**config.mk**
```make
export PLATFORM = sky130hd
export DESIGN_NAME = sram_axi_bridge_flat
export DESIGN_NICKNAME = d
export VERILOG_FILES = /design/src/rtl/sram_axi_bridge_if.sv /design/src/rtl/sram_axi_bridge.sv /design/src/flat_wrapper.sv
export SDC_FILE = /design/constraint.sdc
export NUM_CORES = 1
export LEC_CHECK = 0
export BUFFER_PORTS_ARGS = -buffer_cell sky130_fd_sc_hd__buf_2
export CORE_UTILIZATION = 47
export CTS_CLUSTER_SIZE = 25
export DETAILED_ROUTE_END_ITERATION = 7
export GPL_ROUTABILITY_DRIVEN = 0
export PLACE_DENSITY = 0.87
export SYNTH_ARGS = -nofsm -noshare
export SYNTH_HDL_FRONTEND = slang
export SYNTH_SLANG_ARGS = --single-unit
```
**constraint.sdc**
```tcl
create_clock -name clk -period 6.8 [get_ports clk]
set_clock_uncertainty 0.15 [all_clocks]
set_input_delay 0.34 -clock clk [delete_from_list [all_inputs] [get_ports clk]]
set_output_delay 0.34 -clock clk [all_outputs]
set_load 0.02 [all_outputs]
```
**src/rtl/sram_axi_bridge_if.sv**
```systemverilog
// AXI read/write channel bundle between the SRAM-to-AXI bridge and the interconnect.
// Only the single-beat subset the bridge drives is carried; IDs/burst/size/cache/prot are tied off upstream.
interface sram_axi_bridge_if;
  logic [31:0] araddr;
  logic        arvalid;
  logic        arready;
  logic [31:0] rdata;
  logic        rvalid;
  logic        rready;
  logic [31:0] awaddr;
  logic        awvalid;
  logic        awready;
  logic [31:0] wdata;
  logic [3:0]  wstrb;
  logic        wvalid;
  logic        wready;
  logic        bvalid;
  logic        bready;

  modport master (
    output araddr, arvalid, rready, awaddr, awvalid, wdata, wstrb, wvalid, bready,
    input  arready, rdata, rvalid, awready, wready, bvalid
  );

  modport slave (
    input  araddr, arvalid, rready, awaddr, awvalid, wdata, wstrb, wvalid, bready,
    output arready, rdata, rvalid, awready, wready, bvalid
  );
endinterface

```
**src/rtl/sram_axi_bridge.sv**
```systemverilog
// Turns the core's inst/data SRAM-like requests into single-beat AXI transfers,
// stalling the core until every enabled port has been served once.
module sram_axi_bridge #(
  parameter bit DATA_FIRST = 1'b1
) (
  input  logic              clk,
  input  logic              rst,
  input  logic              inst_sram_en,
  input  logic [31:0]       inst_sram_addr,
  output logic [31:0]       inst_sram_rdata,
  input  logic              data_sram_en,
  input  logic [3:0]        data_sram_wen,
  input  logic [31:0]       data_sram_addr,
  input  logic [31:0]       data_sram_wdata,
  output logic [31:0]       data_sram_rdata,
  output logic              stallreq,
  sram_axi_bridge_if.master axi
);

  typedef enum logic [2:0] {
    S_IDLE,
    S_AR,
    S_R,
    S_AW_W,
    S_B,
    S_DONE
  } state_t;

  state_t      state_q, state_n;
  logic        inst_done_q, data_done_q;
  logic        cur_data_q;
  logic [31:0] araddr_q, awaddr_q, wdata_q;
  logic [3:0]  wstrb_q;
  logic        awvalid_q, wvalid_q;
  logic [31:0] inst_rdata_q, data_rdata_q;

  logic inst_pend, data_pend, pick_data;
  logic ld_rd, ld_wr, cap_inst, cap_data, set_data_done, clr_done;
  logic aw_ok, w_ok;

  assign inst_pend = inst_sram_en & ~inst_done_q;
  assign data_pend = data_sram_en & ~data_done_q;
  // Arbitration only matters when both ports are waiting in the same cycle.
  assign pick_data = data_pend & (DATA_FIRST | ~inst_pend);

  // A write channel is finished once its valid has dropped or is being accepted now.
  assign aw_ok = ~awvalid_q | axi.awready;
  assign w_ok  = ~wvalid_q  | axi.wready;

  always_comb begin
    state_n       = state_q;
    ld_rd         = 1'b0;
    ld_wr         = 1'b0;
    cap_inst      = 1'b0;
    cap_data      = 1'b0;
    set_data_done = 1'b0;
    clr_done      = 1'b0;
    case (state_q)
      S_IDLE: begin
        if (inst_pend | data_pend) begin
          if (pick_data && (|data_sram_wen)) begin
            ld_wr   = 1'b1;
            state_n = S_AW_W;
          end else begin
            ld_rd   = 1'b1;
            state_n = S_AR;
          end
        end
      end
      S_AR: begin
        if (axi.arready) state_n = S_R;
      end
      S_R: begin
        if (axi.rvalid) begin
          if (cur_data_q) begin
            cap_data = 1'b1;
            state_n  = inst_pend ? S_IDLE : S_DONE;
          end else begin
            cap_inst = 1'b1;
            state_n  = data_pend ? S_IDLE : S_DONE;
          end
        end
      end
      S_AW_W: begin
        if (aw_ok && w_ok) state_n = S_B;
      end
      S_B: begin
        if (axi.bvalid) begin
          set_data_done = 1'b1;
          state_n       = inst_pend ? S_IDLE : S_DONE;
        end
      end
      S_DONE: begin
        clr_done = 1'b1;
        state_n  = S_IDLE;
      end
      default: state_n = S_IDLE;
    endcase
  end

  always_ff @(posedge clk or posedge rst) begin
    if (rst) state_q <= S_IDLE;
    else     state_q <= state_n;
  end

  always_ff @(posedge clk or posedge rst) begin
    if (rst) begin
      inst_done_q <= 1'b0;
      data_done_q <= 1'b0;
    end else if (clr_done) begin
      inst_done_q <= 1'b0;
      data_done_q <= 1'b0;
    end else begin
      if (cap_inst)                 inst_done_q <= 1'b1;
      if (cap_data | set_data_done) data_done_q <= 1'b1;
    end
  end

  // Request latch: address and store payload are frozen for the whole transfer.
  always_ff @(posedge clk or posedge rst) begin
    if (rst) begin
      cur_data_q <= 1'b0;
      araddr_q   <= '0;
      awaddr_q   <= '0;
      wdata_q    <= '0;
      wstrb_q    <= '0;
      awvalid_q  <= 1'b0;
      wvalid_q   <= 1'b0;
    end else begin
      if (ld_rd) begin
        cur_data_q <= pick_data;
        araddr_q   <= pick_data ? data_sram_addr : inst_sram_addr;
      end
      if (ld_wr) begin
        cur_data_q <= 1'b1;
        awaddr_q   <= data_sram_addr;
        wdata_q    <= data_sram_wdata;
        wstrb_q    <= data_sram_wen;
        awvalid_q  <= 1'b1;
        wvalid_q   <= 1'b1;
      end else if (state_q == S_AW_W) begin
        if (axi.awready) awvalid_q <= 1'b0;
        if (axi.wready)  wvalid_q  <= 1'b0;
      end
    end
  end

  always_ff @(posedge clk or posedge rst) begin
    if (rst) begin
      inst_rdata_q <= '0;
      data_rdata_q <= '0;
    end else begin
      if (cap_inst) inst_rdata_q <= axi.rdata;
      if (cap_data) data_rdata_q <= axi.rdata;
    end
  end

  assign stallreq        = (state_q != S_DONE) & (inst_pend | data_pend);
  assign inst_sram_rdata = inst_rdata_q;
  assign data_sram_rdata = data_rdata_q;

  assign axi.araddr  = araddr_q;
  assign axi.arvalid = (state_q == S_AR);
  assign axi.rready  = (state_q == S_R);
  assign axi.awaddr  = awaddr_q;
  assign axi.awvalid = awvalid_q;
  assign axi.wdata   = wdata_q;
  assign axi.wstrb   = wstrb_q;
  assign axi.wvalid  = wvalid_q;
  assign axi.bready  = (state_q == S_B);

endmodule
```
**src/flat_wrapper.sv**
```systemverilog
// flat-port wrapper written by rule: the top's interface ports become plain ports
module sram_axi_bridge_flat 
#(
  parameter bit DATA_FIRST = 1'b1
)
  (clk, rst, inst_sram_en, inst_sram_addr, inst_sram_rdata, data_sram_en, data_sram_wen, data_sram_addr, data_sram_wdata, data_sram_rdata, stallreq, axi_araddr, axi_arvalid, axi_rready, axi_awaddr, axi_awvalid, axi_wdata, axi_wstrb, axi_wvalid, axi_bready, axi_arready, axi_rdata, axi_rvalid, axi_awready, axi_wready, axi_bvalid);
  sram_axi_bridge_if axi_i ();
  input  logic clk;
  input  logic rst;
  input  logic inst_sram_en;
  input  logic [31:0] inst_sram_addr;
  output logic [31:0] inst_sram_rdata;
  input  logic data_sram_en;
  input  logic [3:0] data_sram_wen;
  input  logic [31:0] data_sram_addr;
  input  logic [31:0] data_sram_wdata;
  output logic [31:0] data_sram_rdata;
  output logic stallreq;
  output wire logic [$bits(axi_i.araddr)-1:0] axi_araddr;
  output wire logic [$bits(axi_i.arvalid)-1:0] axi_arvalid;
  output wire logic [$bits(axi_i.rready)-1:0] axi_rready;
  output wire logic [$bits(axi_i.awaddr)-1:0] axi_awaddr;
  output wire logic [$bits(axi_i.awvalid)-1:0] axi_awvalid;
  output wire logic [$bits(axi_i.wdata)-1:0] axi_wdata;
  output wire logic [$bits(axi_i.wstrb)-1:0] axi_wstrb;
  output wire logic [$bits(axi_i.wvalid)-1:0] axi_wvalid;
  output wire logic [$bits(axi_i.bready)-1:0] axi_bready;
  input wire logic [$bits(axi_i.arready)-1:0] axi_arready;
  input wire logic [$bits(axi_i.rdata)-1:0] axi_rdata;
  input wire logic [$bits(axi_i.rvalid)-1:0] axi_rvalid;
  input wire logic [$bits(axi_i.awready)-1:0] axi_awready;
  input wire logic [$bits(axi_i.wready)-1:0] axi_wready;
  input wire logic [$bits(axi_i.bvalid)-1:0] axi_bvalid;
  assign axi_araddr = axi_i.araddr;
  assign axi_arvalid = axi_i.arvalid;
  assign axi_rready = axi_i.rready;
  assign axi_awaddr = axi_i.awaddr;
  assign axi_awvalid = axi_i.awvalid;
  assign axi_wdata = axi_i.wdata;
  assign axi_wstrb = axi_i.wstrb;
  assign axi_wvalid = axi_i.wvalid;
  assign axi_bready = axi_i.bready;
  assign axi_i.arready = axi_arready;
  assign axi_i.rdata = axi_rdata;
  assign axi_i.rvalid = axi_rvalid;
  assign axi_i.awready = axi_awready;
  assign axi_i.wready = axi_wready;
  assign axi_i.bvalid = axi_bvalid;
  sram_axi_bridge #(.DATA_FIRST(DATA_FIRST)) u_core (.clk(clk), .rst(rst), .inst_sram_en(inst_sram_en), .inst_sram_addr(inst_sram_addr), .inst_sram_rdata(inst_sram_rdata), .data_sram_en(data_sram_en), .data_sram_wen(data_sram_wen), .data_sram_addr(data_sram_addr), .data_sram_wdata(data_sram_wdata), .data_sram_rdata(data_sram_rdata), .stallreq(stallreq), .axi(axi_i));
endmodule
```
Word-level counts from Yosys, hierarchy flattened
Index checks and enable logic that the tools add are counted.
{ "classes": {"eq_ne": 11, "muxes": 38, "bitwise": 11, "n_reduce_logical": 13} }
{ "ops": {"columns": ["op", "count"], "rows": [
  ["2-to-1 mux 32 bit", 1],
  ["2-to-1 mux 1 bit", 27],
  ["2-to-1 mux 3 bit", 8],
  ["one-hot mux 3 bit (5 select lines)", 1],
  ["nonzero test 2 bit", 6],
  ["inequality test 2 x 1 -> 1 bit, second input constant", 5],
  ["equality test 3 x 2 -> 1 bit, second input constant", 2],
  ["equality test 3 bit, second input constant", 2],
  ["AND reduction 5 bit", 1],
  ["inverter 1 bit", 4],
  ["bitwise OR 1 bit", 4],
  ["AND reduction 2 bit", 2],
  ["OR reduction 4 bit", 1],
  ["AND 1 bit", 3],
  ["equality test 3 x 1 -> 1 bit, second input constant", 1],
  ["zero test 3 bit", 1],
  ["inequality test 3 bit, second input constant", 1],
  ["logical AND 1 bit", 2],
  ["2-to-1 mux 2 bit", 1]
]} }
{ "totals": {"register_bits": 172, "output_inout_bits": 170, "word_cells": 85} }

Longest topological paths before layout
{ "logic_depth": {"depth_word": 8, "mapped_depth": 8, "mapped_depth_nobuf": 4} }

Worst setup path before layout
OpenSTA, ideal clock, no wires.
{ "synth_path": {"path_kind": "register -> register", "from": "register u_core.state_q[0]", "to": "register u_core.wstrb_q[1], in the netlist u_core.axi.wstrb[1]", "setup_ps": 121, "arrival_ps": 1753, "t_required_ps": 6529, "setup_slack_ps": 4776, "stages_incl_launch_ff": 8, "n_path_buf": 4, "synth_period_minus_slack_ps": 2024, "path_cell_list": "dfrtp_1 -> buf_2 -> or3_1 -> buf_2 -> or3_1 -> buf_2 -> buf_6 -> a22o_1"} }
{ "synth_between": {"elab_chain_len": 2} }
{ "synth_rtl": {"columns": ["element", "line", "rtl"], "rows": [
  ["start: declaration", "sram_axi_bridge.sv:29", "state_t state_q, state_n;"],
  ["start signal: assignment", "sram_axi_bridge.sv:103", "else state_q <= state_n;"],
  ["zero test 3 bit", "sram_axi_bridge.sv:58", "case (state_q)"],
  ["2-to-1 mux 1 bit", "sram_axi_bridge.sv:58", null],
  ["end signal: assignment", "sram_axi_bridge.sv:138", "wstrb_q <= data_sram_wen;"],
  ["end: declaration", "sram_axi_bridge.sv:33", "logic [3:0] wstrb_q;"]
]} }
Every way passes these cells.
A chain may end at the register's enable or synchronous reset.

Worst setup path after layout
{ "layout_path": {"from": "input port data_sram_wen[1]", "to": "register u_core.araddr_q[15], in the netlist u_core.axi.araddr[15]"} }
{ "layout_between": {"elab_chain_len": 5} }
{ "layout_rtl": {"columns": ["element", "line", "rtl"], "rows": [
  ["start: declaration", "flat_wrapper.sv:14", "input logic [3:0] data_sram_wen;"],
  ["OR reduction 4 bit", "sram_axi_bridge.sv:61", "if (pick_data && (|data_sram_wen)) begin"],
  ["logical AND 1 bit", "sram_axi_bridge.sv:61", null],
  ["2-to-1 mux 1 bit", "sram_axi_bridge.sv:61", null],
  ["2-to-1 mux 1 bit", "sram_axi_bridge.sv:60", "if (inst_pend | data_pend) begin"],
  ["2-to-1 mux 1 bit", "sram_axi_bridge.sv:58", null],
  ["end signal: assignment", "sram_axi_bridge.sv:132", "araddr_q <= pick_data ? data_sram_addr : inst_sram_addr;"],
  ["end: declaration", "sram_axi_bridge.sv:32", "logic [31:0] araddr_q, awaddr_q, wdata_q;"]
]} }
Every way passes these cells.

==> summary.md <==
| Metric | Value |
|---|---|
| Status | `completed` |
| Nets | `1169` |
| RR Startpoint | `u_core.state_q[0]` |
| Routed WL | `20600 µm` |
| Max_cap viols | `0` |
| Die area | `0.0154 mm²` |
| LEAKAGE | `5.44 nW` |
| Detailed-router iteration count before antenna repair | `7` |
| CTS sink cnt | `172` |
| Worst-Skew Late Latency | `0.42 ns` |
| RSZ-0062 raised after global routing | `no` |
| HP Start | `data_sram_wen[2]` |
| CP required | `6.96 ns` |
| Post-synth ARST share | `100%` |
| Die Span X | `124 µm` |
| Dpl hpwl | `13000 µm` |
| Global-route wire length before repair | `30500 µm` |
| Sequential share of power | `37.0%` |
| Synth unique cells | `33` |
| Startpoint types | `primary input` |
| PwrDens | `480 mW/mm²` |
| Fin crit share | `44.5%` |
| Antenna viol nets, final | `0` |
| Slew margin rel. | `26.9%` |
| IO Pins | `311` |
| Critical path class | `in -> reg` |
| Logic pwr share | `43.6%` |
| Post-synth top cells | `nand2_1, dfrtp_1, mux2_2, buf_2, clkbuf_1` |
| Fin. max-slew vios | `0` |
| CTS Buf Count | `17` |
| Mapped Cells | `654` |
| Crit-path max FO | `32` |
| Vias in the first global route | `6407` |
| Dpl ws | `3.93 ns` |
| EDFF count, synth | `0` |
| Die Y | `124 µm` |
| CTS clk-pin slew, worst paths | `0.07 ns` |
| CTS tree | `done` |
| YS warnings | `0` |
| Psw | `1.98 mW` |
| Sequential area share after synthesis | `61.6%` |
| Reg-to-Reg End | `u_core.axi.wdata[24]` |
| Design Power | `4.79 mW` |
| Worst Hold Depth | `3` |
| Sw frac | `41.4%` |
| Post-DR wirelength/cell | `16.8 µm` |
| Reg2reg setup slack | `4.08 ns` |
| Dpl cells | `1121` |
| Area contributors post-synth | `dfrtp_1, nand2_1, mux2_2` |
| Largest net degree at the start of global routing | `96` |
| Hold EP | `u_core.axi.wstrb[2]` |
| Vias per cell | `5.10` |
| Least-Margin Pin Slew | `1.09 ns` |
| GRT Residual Overflow | `0` |
| CP arrival | `3.19 ns` |
| Fraction of layout cells with a size suffix above 1 | `43.4%` |
| Crit. End Element | `flip-flop` |
| Cell count of the worst reg-to-reg path | `5` |
| Fin crit period | `3.02 ns` |
| Row cnt | `44` |
| Depth of the CTS H-tree | `4` |
| Starting Density | `48.1%` |
| Syn Std Cell Area | `0.00699 mm²` |
| Setup violators final | `0` |
| Clock root cell | `clkbuf_16` |
| Final hold violations | `0` |
| GRT Total Usage | `26.4%` |
| Mapped Avg Cell Area | `10.7 µm²` |
| Ys flop type | `dfrtp_1` |
| # DRC | `0` |
| F_max | `331 MHz` |
| Synthesized flop and latch total | `172` |
| P_int | `2.81 mW` |
| Initial DRC count | `377` |
| Area delta synth->final | `42.6%` |
| Post-synthesis net count | `795` |
| Top-count cell post-synth | `nand2_1` |
| Port Buffers | `310` |
| Post-synth top area share | `61.6%` |
| Vias | `6253` |
| Non-Filler Instances | `1225` |
| Initial antenna violation count | `0` |
| Maximum vdd drop | `0.312 mV` |
| TNS Setup | `0 ns` |
| Area leader, netlist | `dfrtp_1` |
| Hold Crit Class | `in -> reg` |
| Max Root-Sink Buffers | `2` |
| Fill cells | `999` |
| Post_cts resized | `0` |
| Final worst slack | `3.78 ns` |
| Core ar. | `0.0145 mm²` |
| Antenna diodes | `0` |
| Clk pwr share | `19.4%` |
per-stage QoR:
step                hold slack [ns]  utilization [%]  cell area (µm²)
floorplan                     0.295                -             6990
global placement              0.302             59.8             8690
detailed placement            0.308             59.8             8690
CTS                       0.0000839             68.6             9970
global route                0.00769             68.6             9970
finish                      0.00534             68.6             9970
flip-flops by register name, indices dropped and copies added (netlist names):
register,flops
u_core.axi.wstrb,4
u_core.state_q,3
u_core.axi.awvalid,1
u_core.axi.wdata,32
u_core.cur_data_q,1
u_core.inst_sram_rdata,32
u_core.axi.wvalid,1
u_core.inst_done_q,1
u_core.axi.araddr,32
u_core.data_done_q,1
u_core.axi.awaddr,32
u_core.data_sram_rdata,32
cells by family after synthesis:
family	after synthesis	synth area share [%]
mux	98	15.8
flops	172	61.6
simple gates	325	18.1
buf+inv	40	2.61
compound gates	19	1.93
cell type report:
type | count | area (µm²) | area share (%)
Inverter | 6 | 27.5 | 0.276
Timing Repair Buffer | 389 | 2320 | 23.3
Clock inverter | 14 | 120 | 1.21
Sequential cell | 172 | 4300 | 43.2
Clock buffer | 18 | 439 | 4.41
Multi-Input combinational cell | 442 | 2520 | 25.3
Tap cell | 184 | 230 | 2.31
power by group through the flow:
stage          clock network [mW]  registers (mW)  logic (mW)
6_report                    0.927            1.77        2.09
5_1_grt                     0.979            1.83        2.25
4_1_cts                     0.938            1.76        2.07
3_5_place_dp                    0            1.78        2.03
3_3_place_gp                    0            1.75        1.97
2_1_floorplan                   0            2.33       0.731
metal layers:
layer	wire length, µm	share of wire (%)	track usage (%)	up-vias
li1	-	-	-	2840
met1	7340	36	27.3	3016
met2	10700	52	47.9	334
met3	1860	9.0	8.29	63
met4	756	3.7	13.2	0
met5	0	0	0	-
cells in the final DEF (no fill, tap or decap), types with 2 or more instances in the layout:
| master | synthesis | final |
|---|---|---|
| a21oi_1 | 4 | 4 |
| clkinvlp_4 | 0 | 4 |
| a21bo_2 | 2 | 2 |
| nor2_1 | 6 | 5 |
| dlygate4sd3_1 | 0 | 72 |
| buf_4 | 1 | 7 |
| dfrtp_1 | 172 | 172 |
| mux2_2 | 94 | 94 |
| o21ai_0 | 2 | 2 |
| inv_1 | 6 | 5 |
| nand2_1 | 303 | 303 |
| mux2i_1 | 2 | 2 |
| mux2_1 | 2 | 2 |
| a211oi_1 | 2 | 2 |
| nor2b_1 | 4 | 3 |
| clkinv_2 | 0 | 5 |
| buf_2 | 17 | 310 |
| clkbuf_16 | 0 | 17 |
| o22ai_1 | 2 | 2 |
| nand2b_1 | 4 | 4 |
| inv_6 | 0 | 4 |
worst max-delay path: stages:
cell	delay [ns]
dlygate4sd3_1	0.54
buf_2	0.13
nor4_1	0.62
nand2_1	0.22
a21oi_4	0.90
mux2_2	0.42
repair_timing:
item | 4_1_cts | 5_1_grt
setup buffers | 0 | 0
hold endpoints to repair | 167 | 0
hold buffers | 72 | 0
worst max-delay path by stage:
stage	start	end	slack [ns]	cells after the start
5_1_grt	data_sram_wen[1]	u_core.axi.araddr[14]	3.58	6
4_1_cts	data_sram_wen[1]	u_core.axi.araddr[15]	3.80	6
6_report	data_sram_wen[1]	u_core.axi.araddr[15]	3.78	6
3_5_place_dp	data_sram_wen[1]	u_core.axi.araddr[15]	3.93	5
3_3_place_gp	data_sram_wen[0]	u_core.axi.araddr[10]	4.02	5
2_1_floorplan	rst	u_core.axi.araddr[0]	1.65	1
Note: power is estimated with default switching activity, not from simulation.
